## config.mk

```make
export PLATFORM = sky130hd
export DESIGN_NAME = apb_master_arbiter
export DESIGN_NICKNAME = d
export VERILOG_FILES = /design/src/rtl/apb_master_arbiter.sv
export SDC_FILE = /design/constraint.sdc
export NUM_CORES = 1
export LEC_CHECK = 0
export ABC_AREA = 1
export CORE_MARGIN = 2
export CORE_UTILIZATION = 35
export CTS_BUF_LIST = sky130_fd_sc_hd__clkbuf_2 sky130_fd_sc_hd__clkbuf_4 sky130_fd_sc_hd__clkbuf_8
export CTS_CLUSTER_DIAMETER = 200
export DETAILED_ROUTE_END_ITERATION = 16
export GPL_TIMING_DRIVEN = 0
export MAX_ROUTING_LAYER = met4
export PLACE_DENSITY_LB_ADDON = 0.12
export SLEW_MARGIN = 20
export SYNTH_ARGS = -nofsm -noshare
export SYNTH_HDL_FRONTEND = slang
export SYNTH_SLANG_ARGS = --single-unit
```

## constraint.sdc

```tcl
create_clock -name pclk -period 1.6 [get_ports pclk]
set_clock_uncertainty 0.1 [all_clocks]
set_input_delay 0.32 -clock pclk [delete_from_list [all_inputs] [get_ports pclk]]
set_output_delay 0.32 -clock pclk [all_outputs]
set_load 0.05 [all_outputs]
```

## src/rtl/apb_master_arbiter.sv

```systemverilog
// Round-robin arbiter sharing one 8-bit APB bus between N_REQ requesters,
// sequencing IDLE -> SETUP -> ACCESS with wait states and a PREADY timeout.
module apb_master_arbiter #(
  parameter int N_REQ       = 2,
  parameter int TIMEOUT_CYC = 16
) (
  input  logic                 pclk,
  input  logic                 prst,
  input  logic [N_REQ-1:0]     req_valid,
  input  logic [N_REQ-1:0]     req_write,
  input  logic [8*N_REQ-1:0]   req_addr,
  input  logic [8*N_REQ-1:0]   req_wdata,
  output logic [N_REQ-1:0]     req_done,
  output logic [7:0]           rsp_rdata,
  output logic                 rsp_err,
  output logic                 tmo_abort,
  output logic                 psel,
  output logic                 penable,
  output logic                 pwrite,
  output logic [7:0]           paddr,
  output logic [7:0]           pwdata,
  input  logic [7:0]           prdata,
  input  logic                 pready,
  input  logic                 pslverr
);

  localparam int IW = (N_REQ > 1) ? $clog2(N_REQ) : 1;
  localparam int CW = $clog2(TIMEOUT_CYC + 2);
  localparam logic [CW-1:0] TMO_LAST = (TIMEOUT_CYC > 0) ? CW'(TIMEOUT_CYC - 1) : '0;
  localparam logic [IW-1:0] LAST_IDX = IW'(N_REQ - 1);

  localparam logic [1:0] S_IDLE   = 2'd0;
  localparam logic [1:0] S_SETUP  = 2'd1;
  localparam logic [1:0] S_ACCESS = 2'd2;

  logic [1:0]       state_reg;
  logic [IW-1:0]    ptr_reg;
  logic [IW-1:0]    gnt_reg;
  logic [CW-1:0]    cnt_reg;
  logic [7:0]       paddr_reg;
  logic [7:0]       pwdata_reg;
  logic             pwrite_reg;
  logic [N_REQ-1:0] req_done_reg;
  logic [7:0]       rsp_rdata_reg;
  logic             rsp_err_reg;
  logic             tmo_abort_reg;

  logic [7:0]       addr_arr  [N_REQ];
  logic [7:0]       wdata_arr [N_REQ];

  generate
    for (genvar gi = 0; gi < N_REQ; gi++) begin : g_unpack
      assign addr_arr[gi]  = req_addr[8*gi +: 8];
      assign wdata_arr[gi] = req_wdata[8*gi +: 8];
    end
  endgenerate

  // Requester finishing this cycle is masked so it cannot be re-granted immediately.
  logic [N_REQ-1:0] eligible;
  logic             grant_found;
  logic [IW-1:0]    grant_idx;
  logic [IW-1:0]    cand;

  always_comb begin
    eligible    = req_valid & ~req_done_reg;
    grant_found = 1'b0;
    grant_idx   = '0;
    cand        = '0;
    for (int k = 0; k < N_REQ; k++) begin
      cand = IW'((int'(ptr_reg) + k) % N_REQ);
      if (!grant_found && eligible[cand]) begin
        grant_found = 1'b1;
        grant_idx   = cand;
      end
    end
  end

  logic [IW-1:0] ptr_next;
  assign ptr_next = (gnt_reg == LAST_IDX) ? '0 : gnt_reg + 1'b1;

  always_ff @(posedge pclk or negedge prst) begin
    if (!prst) begin
      state_reg     <= S_IDLE;
      ptr_reg       <= '0;
      gnt_reg       <= '0;
      cnt_reg       <= '0;
      paddr_reg     <= '0;
      pwdata_reg    <= '0;
      pwrite_reg    <= 1'b0;
      req_done_reg  <= '0;
      rsp_rdata_reg <= '0;
      rsp_err_reg   <= 1'b0;
      tmo_abort_reg <= 1'b0;
    end else begin
      req_done_reg  <= '0;
      rsp_rdata_reg <= '0;
      rsp_err_reg   <= 1'b0;
      tmo_abort_reg <= 1'b0;
      case (state_reg)
        S_IDLE: begin
          if (grant_found) begin
            gnt_reg    <= grant_idx;
            paddr_reg  <= addr_arr[grant_idx];
            pwrite_reg <= req_write[grant_idx];
            pwdata_reg <= req_write[grant_idx] ? wdata_arr[grant_idx] : 8'h00;
            state_reg  <= S_SETUP;
          end
        end
        S_SETUP: begin
          cnt_reg   <= '0;
          state_reg <= S_ACCESS;
        end
        S_ACCESS: begin
          if (pready) begin
            state_reg     <= S_IDLE;
            cnt_reg       <= '0;
            ptr_reg       <= ptr_next;
            req_done_reg  <= N_REQ'(1) << gnt_reg;
            rsp_rdata_reg <= pwrite_reg ? 8'h00 : prdata;
            rsp_err_reg   <= pslverr;
          end else if (TIMEOUT_CYC != 0 && cnt_reg == TMO_LAST) begin
            state_reg     <= S_IDLE;
            cnt_reg       <= '0;
            ptr_reg       <= ptr_next;
            req_done_reg  <= N_REQ'(1) << gnt_reg;
            rsp_err_reg   <= 1'b1;
            tmo_abort_reg <= 1'b1;
          end else begin
            cnt_reg <= cnt_reg + 1'b1;
          end
        end
        default: state_reg <= S_IDLE;
      endcase
    end
  end

  assign psel      = (state_reg == S_SETUP) || (state_reg == S_ACCESS);
  assign penable   = (state_reg == S_ACCESS);
  assign paddr     = paddr_reg;
  assign pwdata    = pwdata_reg;
  assign pwrite    = pwrite_reg;
  assign req_done  = req_done_reg;
  assign rsp_rdata = rsp_rdata_reg;
  assign rsp_err   = rsp_err_reg;
  assign tmo_abort = tmo_abort_reg;

endmodule
```

* After elaboration in Yosys (flattened, before gate mapping)
Cells that the tools add are included.
** Word-level totals
- Register bits after elaboration :: 38
- Bits in latches :: 0
- Memory bits (writable) :: 0
- Memory bits (read-only) :: 0
- Input port bits :: 48
- Output and inout bits :: 31
- Memories :: 0
** Cells by class
- Add/subtract/negate cells :: 3
- Multipliers :: 0
- Divide/modulo/power cells :: 0
- Order comparisons :: 4
- Equal/unequal tests :: 5
- Shifts and indexed selects :: 1
- Multiplexer cells :: 38
- Bitwise logic cells :: 3
- Reduce and logical (&&, ||, !) cells :: 9
** Operator list (number)
- $mux 8 :: 10
- $mux 1 :: 18
- $mux 2 :: 6
- $mux 5 :: 2
- $pmux 5 s2 :: 1
- $lt 1x2->1 const B :: 3
- $pmux 2 s3 :: 1
- $reduce_and 2->1 :: 3
- $add 5x1->5 const B :: 1
- $eq 5x4->1 const B :: 1
- $reduce_bool 2->1 :: 2
- $ne 3x1->1 const B :: 1
- $add 1x1->1 const B :: 2
- $and 2x2->2 :: 1
- $eq 2x1->1 const B :: 1
- $eq 2x2->1 const B :: 1
- $ge 2x2->1 const B :: 1
- $logic_not 2->1 :: 1
- $ne 2x2->1 const B :: 1
- $not 1->2 :: 1
- $not 2->2 :: 1
- $shl 1x1->2 const A :: 1
- $logic_and 1x1->1 :: 1
- $logic_not 1->1 :: 1
- $logic_or 1x1->1 :: 1

* Longest topological paths before layout
Gate-level depths: netlist of run 1.
- Word-level depth :: 13
- Depth in mapped cells :: 9
- Gate-level depth less buffers :: 8

* Worst setup path before layout of run 1
No wires, ideal clock.
- Path kind :: register to register
- From :: register state_reg[0]
- To :: register state_reg[1]
- Arrival time :: 1.570 ns
- Path slack :: -0.188 ns
- Stages on the path, launching flop included :: 9
- Buffers on the path :: 0
- Period minus slack after synthesis :: 1.788 ns
- Cell sequence :: dfrtp_1 -> inv_1 -> ha_1 -> inv_1 -> nor2_1 -> nand2_1 -> nand2_1 -> nand2_1 -> o21a_1
** Between the ends
- Longest elaborated chain between the ends :: 3
- Elaborated cells between the ends (all ways) :: 7
** Ends and longest elaborated chain
- start: declaration :: RTL line 36 : logic [1:0] state_reg;
- start signal: assignment :: RTL line 83 : state_reg <= S_IDLE;
- start signal: assignment :: RTL line 106 : state_reg <= S_SETUP;
- start signal: assignment :: RTL line 111 : state_reg <= S_ACCESS;
- $eq 2x2->1 (*)
- named net penable :: RTL line 18 : output logic penable,
- $ne 3x1->1 (no line)
- $reduce_and 2->1 (no line)
Mark *: on every way through the listed nets, which the timed path passes. The rest lies on a longest branch.
A chain may end at the register's enable or synchronous reset.

* Final worst setup path of run 1
- From :: register state_reg[0]
- To :: output port psel
** Between the ends
- Longest elaborated chain between the ends :: 2
- Elaborated cells between the ends (all ways) :: 3
** Ends and longest elaborated chain
- $eq 2x1->1 or $eq 2x2->1 (tied branches) :: RTL line 137 : assign psel = (state_reg == S_SETUP) || (state_reg == S_ACCESS);
- $logic_or 1x1->1 (*) :: RTL line 137
- end: declaration :: RTL line 17 : output logic psel,
Mark *: on every way between the ends. The rest lies on a longest branch, timed or not.

==> metrics, run 1 <==
status complete, but fails checks; failing checks negative setup slack; # diodes 0; worst vdd ir 1.613 mV; post-synthesis cell count approximately 200; relative slew slack 65.85%; number of synthesized flops with an enable pin 0; CP arrival between 1 and 1.5 ns; # clock sinks 38; sw frac between 40 and 50%; fin nets between 300 and 400; CTS Root Cell clkbuf_8; Final Non-Filler Cells between 300 and 400; vias post-DR 1655; Gate power share 53.5%; die area roughly 5800 um2; Power Density 1809 nW/um2; GR Util All Layers 17.15%; pin count of the biggest net entering global routing 26; IO Count 79; Post-synth ARST share 100.0%; Core Region 5042 um2; drc violations 0; Worst Setup Start Kind flop; clock power share 19.2%; Initial Util 35.93%; part of the cycle the worst path needs 102.0%; CP required 1.18 ns; htree depth 2; CTS buffer count 5; PortBufs 78; ys flop type dfrtp_1; worst r2r dst state_reg[1]; Worst Setup EP psel; Skew-Pair Late Insertion Delay 0.29 ns; dpl hpwl 3299 um; unrepaired setup endpoints after global routing yes; Yosys reg bits 38; worst hold slack 0.3669 ns; FMAX 612.8 MHz; max-cap violations 0; Internal Pwr Total between 2 and 3 mW; Worst setup startpoint state_reg[0]; area growth from synthesis to layout 55.73%; worst min path class in2async; Die Width 75.95 um; crit end category primary output; syn nets approximately 260; sequential area share after synthesis 52.49%; Clock Path Buffers 2; R2R Path Start state_reg[0]; Switch Pwr 2.302 mW; first-pass GRT wire length 7610 um; Slew @ Worst Pin 0.5143 ns; crit path max fanout 5; DP Cell Count about 350; Row Count 26; gr ovfl total 0; Leak Pwr 1.384 nW; via/cell ratio between 4 and 5; Antenna Violating Nets Remaining 0; routed wire length 4530 um; filler instances 465; final worst slack -0.03194 ns; vias in the first global route 1570; Yosys cell types 23; Clock transition at path regs 0.08 ns; CTS tree yes; initial antenna violation count 0; share of cells above drive strength 1 about 18%; gpl congestion 0.7891; Die Height 75.95 um; fin. max-slew vios 0; Worst R2R Setup Slack 0.08 ns; worst reg2reg path depth 8; drt initial violations 64; Wirelength per Cell 12.41 um; setup violators final 1; critical path class reg2out; Min Clock Period, post-route ~1.6 ns; Avg Cell Area, Syn approximately 8.9 um2; sequential share of power 27.3%; Initial DRT Pass Iterations 4; Mapped Area 1812 um2; Synth warnings 0; Fin. Hold Viols 0
==> synthesized netlist by cell type (2+ instances only) <==
master / number / area, um2
nand2_1: 48 / 180.2
dfrtp_1: 38 / 950.9
nand3_1: 28 / 140.1
nor2_1: 22 / 82.58
inv_1: 20 / 75.07
a21oi_1: 19 / 95.09
ha_1: 4 / 50.05
o21ai_0: 4 / 20.02
buf_12: 2 / 40.04
buf_4: 2 / 15.01
nand2_2: 2 / 12.51
nand2_4: 2 / 22.52
nand4_1: 2 / 12.51
o21a_1: 2 / 15.01
==> power groups by stage <==
stage	Combinational, mW	Clock, mW	Sequential [mW]
floorplan	1.13	0	2.13
global placement	2.70	0	1.40
global route	2.95	1.06	1.44
finish	2.73	0.980	1.39
detailed placement	2.72	0	1.42
CTS	2.72	1.02	1.40
==> worst max-delay path, stage by stage, from the launching register on <==
cell and delay, ns:
dfrtp_1 0.39, inv_2 0.08, ha_4 0.30, buf_8 0.15
==> through the flow <==
step	utilization, %	setup WS [ns]	setup TNS [ns]	instance area (um2)	total power [mW]
6_report	55.96	-0.03194	-0.03194	2821	5.104
5_1_grt	55.96	-0.09456	-0.1187	2821	5.442
4_1_cts	56.72	-0.1047	-0.1047	2860	5.141
3_5_place_dp	53.55	-0.4684	-2.723	2700	4.131
3_3_place_gp	53.25	-0.8913	-36.50	2685	4.101
2_1_floorplan	-	-0.02847	-0.02847	1817	3.254
==> how the worst min path moves through the flow <==
stage | to | depth (start not counted) | slack [ns] | startpoint
6_report | pwdata[0] | 2 | 0.37 | prst
5_1_grt | pwdata[3] | 2 | 0.39 | prst
4_1_cts | pwdata[3] | 2 | 0.36 | prst
3_5_place_dp | pwdata[3] | 1 | 0.16 | prst
3_3_place_gp | pwdata[7] | 2 | 0.36 | pwdata[7]
2_1_floorplan | cnt_reg[0] | 0 | -0.08 | prst
==> what timing repair did <==
item | 4_1_cts | 5_1_grt
pin swaps | 0 | 1
hold endpoints to repair | 13 | 0
hold buffers | 1 | 0
resized for setup | 65 | 33
setup endpoints to repair | 32 | 32
buffers inserted | 0 | 3
==> per-layer routing <==
layer  up-vias  track usage [%]  part of all wire, %
li1        833                -                    -
met5         -                -                    0
met3        11            4.881                  6.8
met2        56            27.50                   46
met4         0            6.727                  2.6
met1       755            20.57                   44
==> area by class of cell <==
| cell class | instances | area [um2] | share of cell area, % |
|---|---|---|---|
| Inverter | 22 | 95.09 | 3.370 |
| Timing Repair Buffer | 83 | 754.5 | 26.74 |
| Buffer | 5 | 66.31 | 2.350 |
| Clock inverter | 3 | 68.82 | 2.439 |
| Multi-Input combinational cell | 139 | 729.5 | 25.85 |
| Tap cell | 70 | 87.58 | 3.104 |
| Sequential cell | 38 | 950.9 | 33.70 |
| Clock buffer | 5 | 68.82 | 2.439 |
==> layout by cell type, fill, tap and decap left out, types with 5 or more instances in the layout <==
cell type and count:
a21oi_1 19, buf_4 5, clkbuf_2 17, clkbuf_8 5, clkdlybuf4s15_1 9, clkdlybuf4s50_1 46
dfrtp_1 38, inv_1 19, nand2_1 47, nand3_1 28, nor2_1 21
==> kinds of logic after synthesis <==
family          after synthesis  share of synthesized area, %
buf+inv                      27                         8.909
compound gates               28                         8.425
fa+ha+maj                     4                         2.763
simple gates                106                         26.93
xor+xnor                      1                        0.4835
flops                        38                         52.49
Power figures use the tool's default switching activity.
==> run 2: changes to the inputs <==
--- a/config.mk
+++ b/config.mk
@@ -14,6 +14,7 @@
 export GPL_TIMING_DRIVEN = 0
 export MAX_ROUTING_LAYER = met4
 export PLACE_DENSITY_LB_ADDON = 0.12
+export SETUP_SLACK_MARGIN = 0.3
 export SLEW_MARGIN = 20
 export SYNTH_ARGS = -nofsm -noshare
 export SYNTH_HDL_FRONTEND = slang
==> run 2 against run 1 <==
The run now ends clean. First-iteration DRC count grew 33%. Worst setup slack gained 0.034 ns. Non-clock buffer count grew 33. Critical path depth stayed put. Cell count grew 9.9%. Power rose by 34%. Sequential share of layout area down 8.7 points. Worst hold slack gained 0.042 ns. Routed wire length grew 50%. Die area is the same. Flip-flop and latch count unchanged. Combinational power grew 70%. Critical endpoint unchanged. Largest power group unchanged.
==> metrics, run 2 (synthesis gave the netlist of run 1 again) <==
Min Clock Period, post-route 1.598 ns (-0.03382 ns); die area 5768 um2 (unchanged); relative slew slack 66.52% (+0.67 points); worst hold slack 0.4091 ns (+0.04224 ns); Wirelength per Cell 16.98 um (+37%); # clock sinks 38 (unchanged); Leak Pwr 1.715 nW (+24%); dpl hpwl 3289 um (-0.30%); PortBufs 78 (unchanged); pin count of the biggest net entering global routing 21 (-19%); most frequent cells in the layout clkdlybuf4s50_1 (44), dfrtp_1 (36), nand2_1 (33), buf_6 (32), buf_4 (20); met2 GRT Util 33.75% (+6.3 points); Clock transition at path regs 0.09 ns (about the same); CP arrival 1.18 ns (-0.03 ns); vias in the first global route 1910 (+22%); drt initial violations 85 (+33%); slowest cell on the critical path dfrtp_1; Row Count 26 (unchanged); vias post-DR 1952 (+18%); first-pass GRT wire length 9225 um (+21%); Die Width 75.95 um (unchanged); Fin. Hold Viols 0 (unchanged); status completed; critical path class reg2out; drc violations 0 (unchanged); part of the cycle the worst path needs 99.88% (-2.1 points); GRT Max-Usage Layer met2; gr ovfl total 0 (unchanged); max-cap violations 0 (unchanged); Worst Setup Start Kind flop; Die Height 75.95 um (unchanged); filler instances 325 (-30%); Slew @ Worst Pin 0.5022 ns (-0.01207 ns); share of cells above drive strength 1 51.66% (+33 points); Initial DRT Pass Iterations 6 (+2); most common cell after layout, fill and taps aside clkdlybuf4s50_1; setup violators final 0 (-1); IO Count 79 (unchanged); Skew-Pair Late Insertion Delay 0.30 ns (about the same); htree depth 2 (unchanged); Initial Util 35.93% (unchanged); FMAX 625.7 MHz (+2.1%); CTS tree yes; fin nets 382 (+10%); via/cell ratio 4.868 (+7.4%); CP max stage delay 0.41 ns (+0.02 ns); crit end category primary output; Pwr Total 6.850 mW (+34%); worst vdd ir 1.320 mV (-18%); CTS buffer count 5 (unchanged); worst min path class reg2reg; fin. max-slew vios 0 (unchanged); M3 GR Usage 4.286% (-0.60 points); CP Cell Sequence inv_2, ha_4, buf_8; CP required 1.18 ns (about the same); Clock Path Buffers 2 (unchanged); GR Util All Layers 20.38% (+3.2 points); crit path max fanout 2 (-3); # diodes 0 (unchanged); Power Density 1796 nW/um2 (-0.69%); Antenna Violating Nets Remaining 0 (unchanged); area growth from synthesis to layout 110.5%; met1 Use GR 24.88% (+4.3 points); gpl congestion 0.8002 (+1.4%); initial antenna violation count 0 (unchanged); CTS Root Cell clkbuf_8; Core Region 5042 um2 (unchanged); routed wire length 6807 um (+50%); unrepaired setup endpoints after global routing yes
[run 2: critical path, delay by kind of cell (launching register included)]
family | cells | cell delay, ns
DFF | 1 | 0.41
buffers and inverters | 2 | 0.25
adders and majority gates | 1 | 0.22
[run 2: final timing paths]
| kind | start | end | slack (ns) | cells past startpoint |
|---|---|---|---|---|
| setup / recovery | state_reg[0] | psel | 0.002 | 3 |
| hold / removal | pwdata[0] | pwdata[0] | 0.41 | 2 |
| setup reg to reg | state_reg[0] | state_reg[1] | 0.09 | 9 |
| hold reg to reg | pwdata[0] | pwdata[0] | 0.41 | 2 |
| max in group asynchronous | prst | rsp_rdata[3] | 0.49 | 3 |
| min in group asynchronous | prst | gnt_reg | 0.42 | 2 |
[run 2: through the flow]
stage | utilization, % | instance area (um2) | setup TNS [ns] | worst slack (ns) | std cells
2_1_floorplan | - | 1854 | 0 | 0.1851 | 204
3_5_place_dp | 54.44 | 2745 | -2.826 | -0.3969 | 353
6_report | 75.63 | 3814 | 0 | 0.001884 | 401
3_3_place_gp | 54.00 | 2723 | -37.06 | -1.041 | 352
5_1_grt | 75.63 | 3814 | -0.04684 | -0.04684 | 401
4_1_cts | 64.02 | 3228 | 0 | 0.004760 | 387
[run 2: report_power, final]
part	leakage (nW)	switching [mW]	total, mW	internal [mW]
sequential	0.488	0.239	1.48	1.25
combinational	1.18	2.54	4.64	2.10
clock	0.0517	0.360	0.726	0.365
[run 2: cell type report]
cell class | instances | area, um2 | area share, %
well taps | 70 | 87.58 | 2.297
clock inverters | 1 | 5.005 | 0.1312
inverters | 22 | 105.1 | 2.756
flip-flops and latches | 38 | 953.4 | 25.00
repair buffers | 116 | 1300 | 34.09
multi-input cells | 142 | 1186 | 31.10
clock buffers | 7 | 90.09 | 2.362
plain buffers | 5 | 86.33 | 2.264
[run 2: metal layers]
layer / part of all wire, % / vias to the layer above
met5: 0 / -
met4: 3.0 / 0
met3: 4.5 / 18
met2: 55 / 77
met1: 38 / 944
li1: - / 913
[run 2: repair_timing]
item,4_1_cts,5_1_grt
endpoints found under the hold margin,18,0
cloned,5,2
gates resized for setup,231,111
endpoints found under the setup margin,58,67
hold buffers,1,0
setup buffers,20,12
pin swaps,13,26
==> patch 1: new RTL, settings of run 2 <==
`N_REQ`: 2 -> 4.
--- a/src/rtl/apb_master_arbiter.sv
+++ b/src/rtl/apb_master_arbiter.sv
@@ -1,7 +1,7 @@
 // Round-robin arbiter sharing one 8-bit APB bus between N_REQ requesters,
 // sequencing IDLE -> SETUP -> ACCESS with wait states and a PREADY timeout.
 module apb_master_arbiter #(
-  parameter int N_REQ       = 2,
+  parameter int N_REQ       = 4,
   parameter int TIMEOUT_CYC = 16
 ) (
   input  logic                 pclk,
Ports: changed (5 resized); port bits go from 79 to 117. The function was not compared with the original's and may differ.
==> patch 1 against run 2 <==
The run now ends with setup timing left. Wire length rose by 29%. Sequential cell count grew 4. Synthesized area up 61%. Cell area rose by 36%. Via count grew 63%. Setup slack got worse by 0.51 ns. Power increased by 66%. Core utilization decreased by 12 points. Largest cell class is now multi-input combinational cells. Largest power group unchanged.
==> patch 1: results (changes against run 2) <==
[synth]
synth_area_leaders = dfrtp_1 36%, nand2_1 15%, inv_1 10%  ; was dfrtp_1 52%, nand2_1 9.9%, nand3_1 7.7%
synth_common_cells = 114 x nand2_1, 81 x inv_1, 42 x dfrtp_1, 42 x nand3_1, 19 x nor2_1  ; was 48 x nand2_1, 38 x dfrtp_1, 28 x nand3_1
syn-num-nets = 504  ; was 256
synthCells = 412  ; was 204
ys_seq_area_frac = 0.360  ; was 0.525
synth_cell_types = 30  ; was 23
ys.flop_type = dfrtp_1  ; unchanged

[global_routing]
grt_pass1_vias = 2898  ; was 1910
grt_use_met1 = 0.224  ; was 0.249
use_met3 = 0.0443  ; was 0.0429
grt_pass1_wl_mm = 12.9  ; was 9.23 mm
grt_max_degree = 31  ; was 21
grt_use_total = 0.183  ; was 0.204
grt_use_met2 = 0.325  ; was 0.338

[finish]
nFillCells = 734  ; was 325
nets = 669  ; was 382
drive_above_1_share = 0.337  ; was 0.517

[placed_design]
dp_slack_ns = -0.823  ; was -0.397 ns
place.gp.congestion = 0.839  ; was 0.800
numPortBuffers = 116  ; was 78
dp_cells = 634  ; was 353
dp_hpwl_mm = 6.33  ; was 3.29 mm
dpl_cell_area_mm2 = 0.00432  ; was 0.00275 mm2

[clock_tree]
clock_latency_ns = 0.28  ; was 0.30 ns
cts_hold_buf = 1  ; unchanged
cts_resized = 243  ; was 231
cts_buffers = 5  ; unchanged
cts_htree_levels = 2  ; unchanged
post_cts_buffers = 21  ; was 20
clock-root-buffer = clkbuf_8  ; unchanged

[route]
drtIter0Drc = 125  ; was 85
wl_mm = 8.79  ; was 6.81 mm
dr_wl_met3_um = 522  ; was 304 um
wl_met2_mm = 4.77  ; was 3.74 mm
wl_per_cell_um = 12.9  ; was 17.0 um
top_layer_used = met3  ; was met4
met1Wirelength_mm = 3.50  ; was 2.56 mm
drtPass1Iterations = 5  ; was 6
vias_per_cell = 4.67  ; was 4.87

[power_and_ir_drop]
ir_worst_vdd_mv = 1.50  ; was 1.32 mV
leakage_nw = 2.64  ; was 1.72 nW

[sta]
setup_viol = 22  ; was 0
slew_headroom = 0.770  ; was 0.665
setup-tns-final_ns = -9.01  ; was 0 ns
finalWorstSetupSlack_ns = -0.505  ; was 0.00188 ns

[setup_path]
path_max_fanout = 6  ; was 2
slowest_stage = clkdlybuf4s50_1  ; was dfrtp_1
arrival_ns = 2.18  ; was 1.18 ns
slowest_delay_ns = 0.54  ; was 0.41 ns
crit_family = simple AND/OR/NAND/NOR gates  ; was flip-flops

[run_status]
failed_checks = setup timing
status = finished with violations  ; was complete, no violations

[worst_hold_path]
hold_class = primary input to asynchronous set/reset pin  ; was register to register

==> patch 1: logic make-up after synthesis <==
| logic type | synth area share |
|---|---|
| simple gates | 0.373 |
| buf+inv | 0.150 |
| flops | 0.360 |
| compound gates | 0.0800 |
| fa+ha+maj | 0.0342 |
| xor+xnor | 0.00300 |
==> patch 1: final timing paths <==
| check | to | cells past startpoint | startpoint | slack (ns) |
|---|---|---|---|---|
| setup / recovery | paddr[2] | 14 | req_valid[2] | -0.51 |
| hold / removal | rsp_rdata[1] | 2 | prst | 0.37 |
| setup reg to reg | paddr[2] | 15 | ptr_reg[1] | -0.51 |
| hold reg to reg | paddr[6] | 2 | paddr[6] | 0.41 |
| max in group asynchronous | req_done[0] | 3 | prst | 0.56 |
| min in group pclk | paddr[6] | 2 | paddr[6] | 0.41 |
==> patch 1: area by class of cell <==
type	count	area, um2	area share
Inverter	86	345	0.0668
Clock buffer	8	110	0.0213
Buffer	16	169	0.0327
Tap cell	105	131	0.0254
Sequential cell	42	1060	0.204
Timing Repair Buffer	158	1590	0.308
Multi-Input combinational cell	268	1770	0.342
==> patch 1: worst reg2reg max path: stages, from the launching register on <==
cell	delay (ns)
dfrtp_1	0.38
buf_6	0.14
inv_6	0.07
nand2_1	0.06
nand2_2	0.08
nand3_2	0.09
nand2_4	0.12
nand2_4	0.07
nand3_4	0.12
nand3_4	0.13
buf_6	0.16
clkbuf_16	0.15
o211ai_2	0.12
nand2_1	0.08
nand2_1	0.06
nand2_1	0.05
==> patch 1: power breakdown <==
part / internal [mW] / switching [mW]
logic: 3.85 / 5.08
registers: 1.40 / 0.238
clock network: 0.436 / 0.353
total: 5.69 / 5.67
==> patch 2: new RTL, config.mk and constraints of run 2 <==
Made on the original files. Make the reset (`prst`) synchronous in one clocked block.
--- a/src/rtl/apb_master_arbiter.sv
+++ b/src/rtl/apb_master_arbiter.sv
@@ -78,7 +78,7 @@
   logic [IW-1:0] ptr_next;
   assign ptr_next = (gnt_reg == LAST_IDX) ? '0 : gnt_reg + 1'b1;
 
-  always_ff @(posedge pclk or negedge prst) begin
+  always_ff @(posedge pclk) begin
     if (!prst) begin
       state_reg     <= S_IDLE;
       ptr_reg       <= '0;
Formal check against the unedited RTL: differs if prst is asserted again (counterexample within 4 cycles, from zero or initial values and one cycle with prst low); with prst held inactive, the same outputs for 10 cycles.
==> patch 2 against run 2 <==
Sequential cell count stayed put. Critical path type unchanged. Core utilization is 2.1 points lower. Synthesized area is 4.9% lower. Die area is 4.6% lower. Cell area is 9.0% lower. Register-to-register slack better by 0.02 ns. Wire length is 20% lower. Setup slack better by 0.055 ns. Sequential share of layout area is 2.5 points lower. Highest routed layer unchanged. Non-clock buffer count is 3 lower.
Power is not compared: it rests on default switching activity, and its combinational part moved more than twofold at a synthesized area within 25%.
==> patch 2: results (changes against run 2) <==
[setup_path]
path_max_fanout = 3  ; was 2
crit_family = flip-flops  ; unchanged
slowest_stage = dfxtp_4  ; was dfrtp_1
r2r-end = cnt_reg[3]  ; was state_reg[1]
reg2reg_slack_ns = 0.11  ; was 0.09 ns
crit_end = psel  ; unchanged
arrival_ns = 1.12  ; was 1.18 ns
regToRegStartpoint = state_reg[0]  ; unchanged
slowest_delay_ns = 0.37  ; was 0.41 ns
crit_start = state_reg[1]  ; was state_reg[0]

[global_routing]
grt_use_met1 = 0.232  ; was 0.249
grt_pass1_vias = 1835  ; was 1910
use_met3 = 0.0528  ; was 0.0429
grt_use_total = 0.203  ; was 0.204
grt_use_met2 = 0.345  ; was 0.338
grt_pass1_wl_mm = 8.27  ; was 9.23 mm
grt_max_degree = 13  ; was 21
antenna_found_initial = 0  ; unchanged

[synth]
synth_common_cells = 60 x nand2_1, 38 x dfxtp_1, 33 x nor2_1  ; was 48 x nand2_1, 38 x dfrtp_1, 28 x nand3_1
syn-num-nets = 292  ; was 256
ys_seq_area_frac = 0.442  ; was 0.525
syn_area_per_cell_um2 = 7.18  ; was 8.88 um2
async_flop_share = 0  ; was 1.00
synth_cell_types = 25  ; was 23
synth_area_leaders = dfxtp_1 44%, nand2_1 13%, nand3_1 7.8%  ; was dfrtp_1 52%, nand2_1 9.9%, nand3_1 7.7%
ys.flop_type = dfxtp_1  ; was dfrtp_1

[power_and_ir_drop]
p_seq_mw = 1.09
power_mw = 3.46
power.internal_mw = 2.22

[worst_hold_path]
worstHoldStart = gnt_reg  ; was pwdata[0]
min_delay_path_depth = 2  ; unchanged
min_to = gnt_reg  ; was pwdata[0]

[placed_design]
dp_slack_ns = -0.338  ; was -0.397 ns
dpl_cell_area_mm2 = 0.00266  ; was 0.00275 mm2
place.gp.congestion = 0.712  ; was 0.800
dp_cells = 385  ; was 353
dp_hpwl_mm = 3.07  ; was 3.29 mm

[clock_tree]
cts_buffer_depth = 2  ; unchanged
cts_htree_levels = 2  ; unchanged
clock-root-buffer = clkbuf_8  ; unchanged
cts_buffers = 5  ; unchanged
clk_pin_slew_ns = 0.08

[sta]
whs_ns = 0.365  ; was 0.409 ns
worst_pin_slew_ns = 0.292  ; was 0.502 ns
fmax_mhz = 648  ; was 626 MHz

[route]
drtPass1Iterations = 4  ; was 6
vias = 1969  ; was 1952
drtIter0Drc = 55  ; was 85
wl_mm = 5.45  ; was 6.81 mm
wl_per_cell_um = 12.8  ; was 17.0 um

[run_status]
status = complete, no violations  ; unchanged

[finish]
nets = 411  ; was 382
drive_above_1_share = 0.475  ; was 0.517

==> patch 2: cell type report <==
cell class / count / area (um2)
fill: 358 / 1250
multi-input combinational: 164 / 1160
timing repair buffer: 111 / 1100
sequential: 38 / 782
inverter: 32 / 151
buffer: 7 / 85.1
tap: 67 / 83.8
clock buffer: 5 / 68.8
clock inverter: 3 / 40.0
==> patch 2: cell families after synthesis <==
kind of cell | count (synthesis) | synth area share
and+or+nand+nor | 134 | 0.344
buffers and inverters | 39 | 0.109
DFF | 38 | 0.442
AOI/OAI and AO/OA | 25 | 0.0763
adders and majority gates | 4 | 0.0290
==> patch 2: repair_timing <==
item                                    CTS  global route
endpoints found under the setup margin   66            50
gates resized for setup                 236            75
gates cloned                              4             0
pin swaps                                27            39
setup buffers                            23             7
endpoints found under the hold margin     0             0
==> patch 2: layer usage <==
layer	up-vias	routed length (um)
li1	999	-
met1	904	2260
met3	7	341
met4	0	70
met2	59	2780
met5	-	0
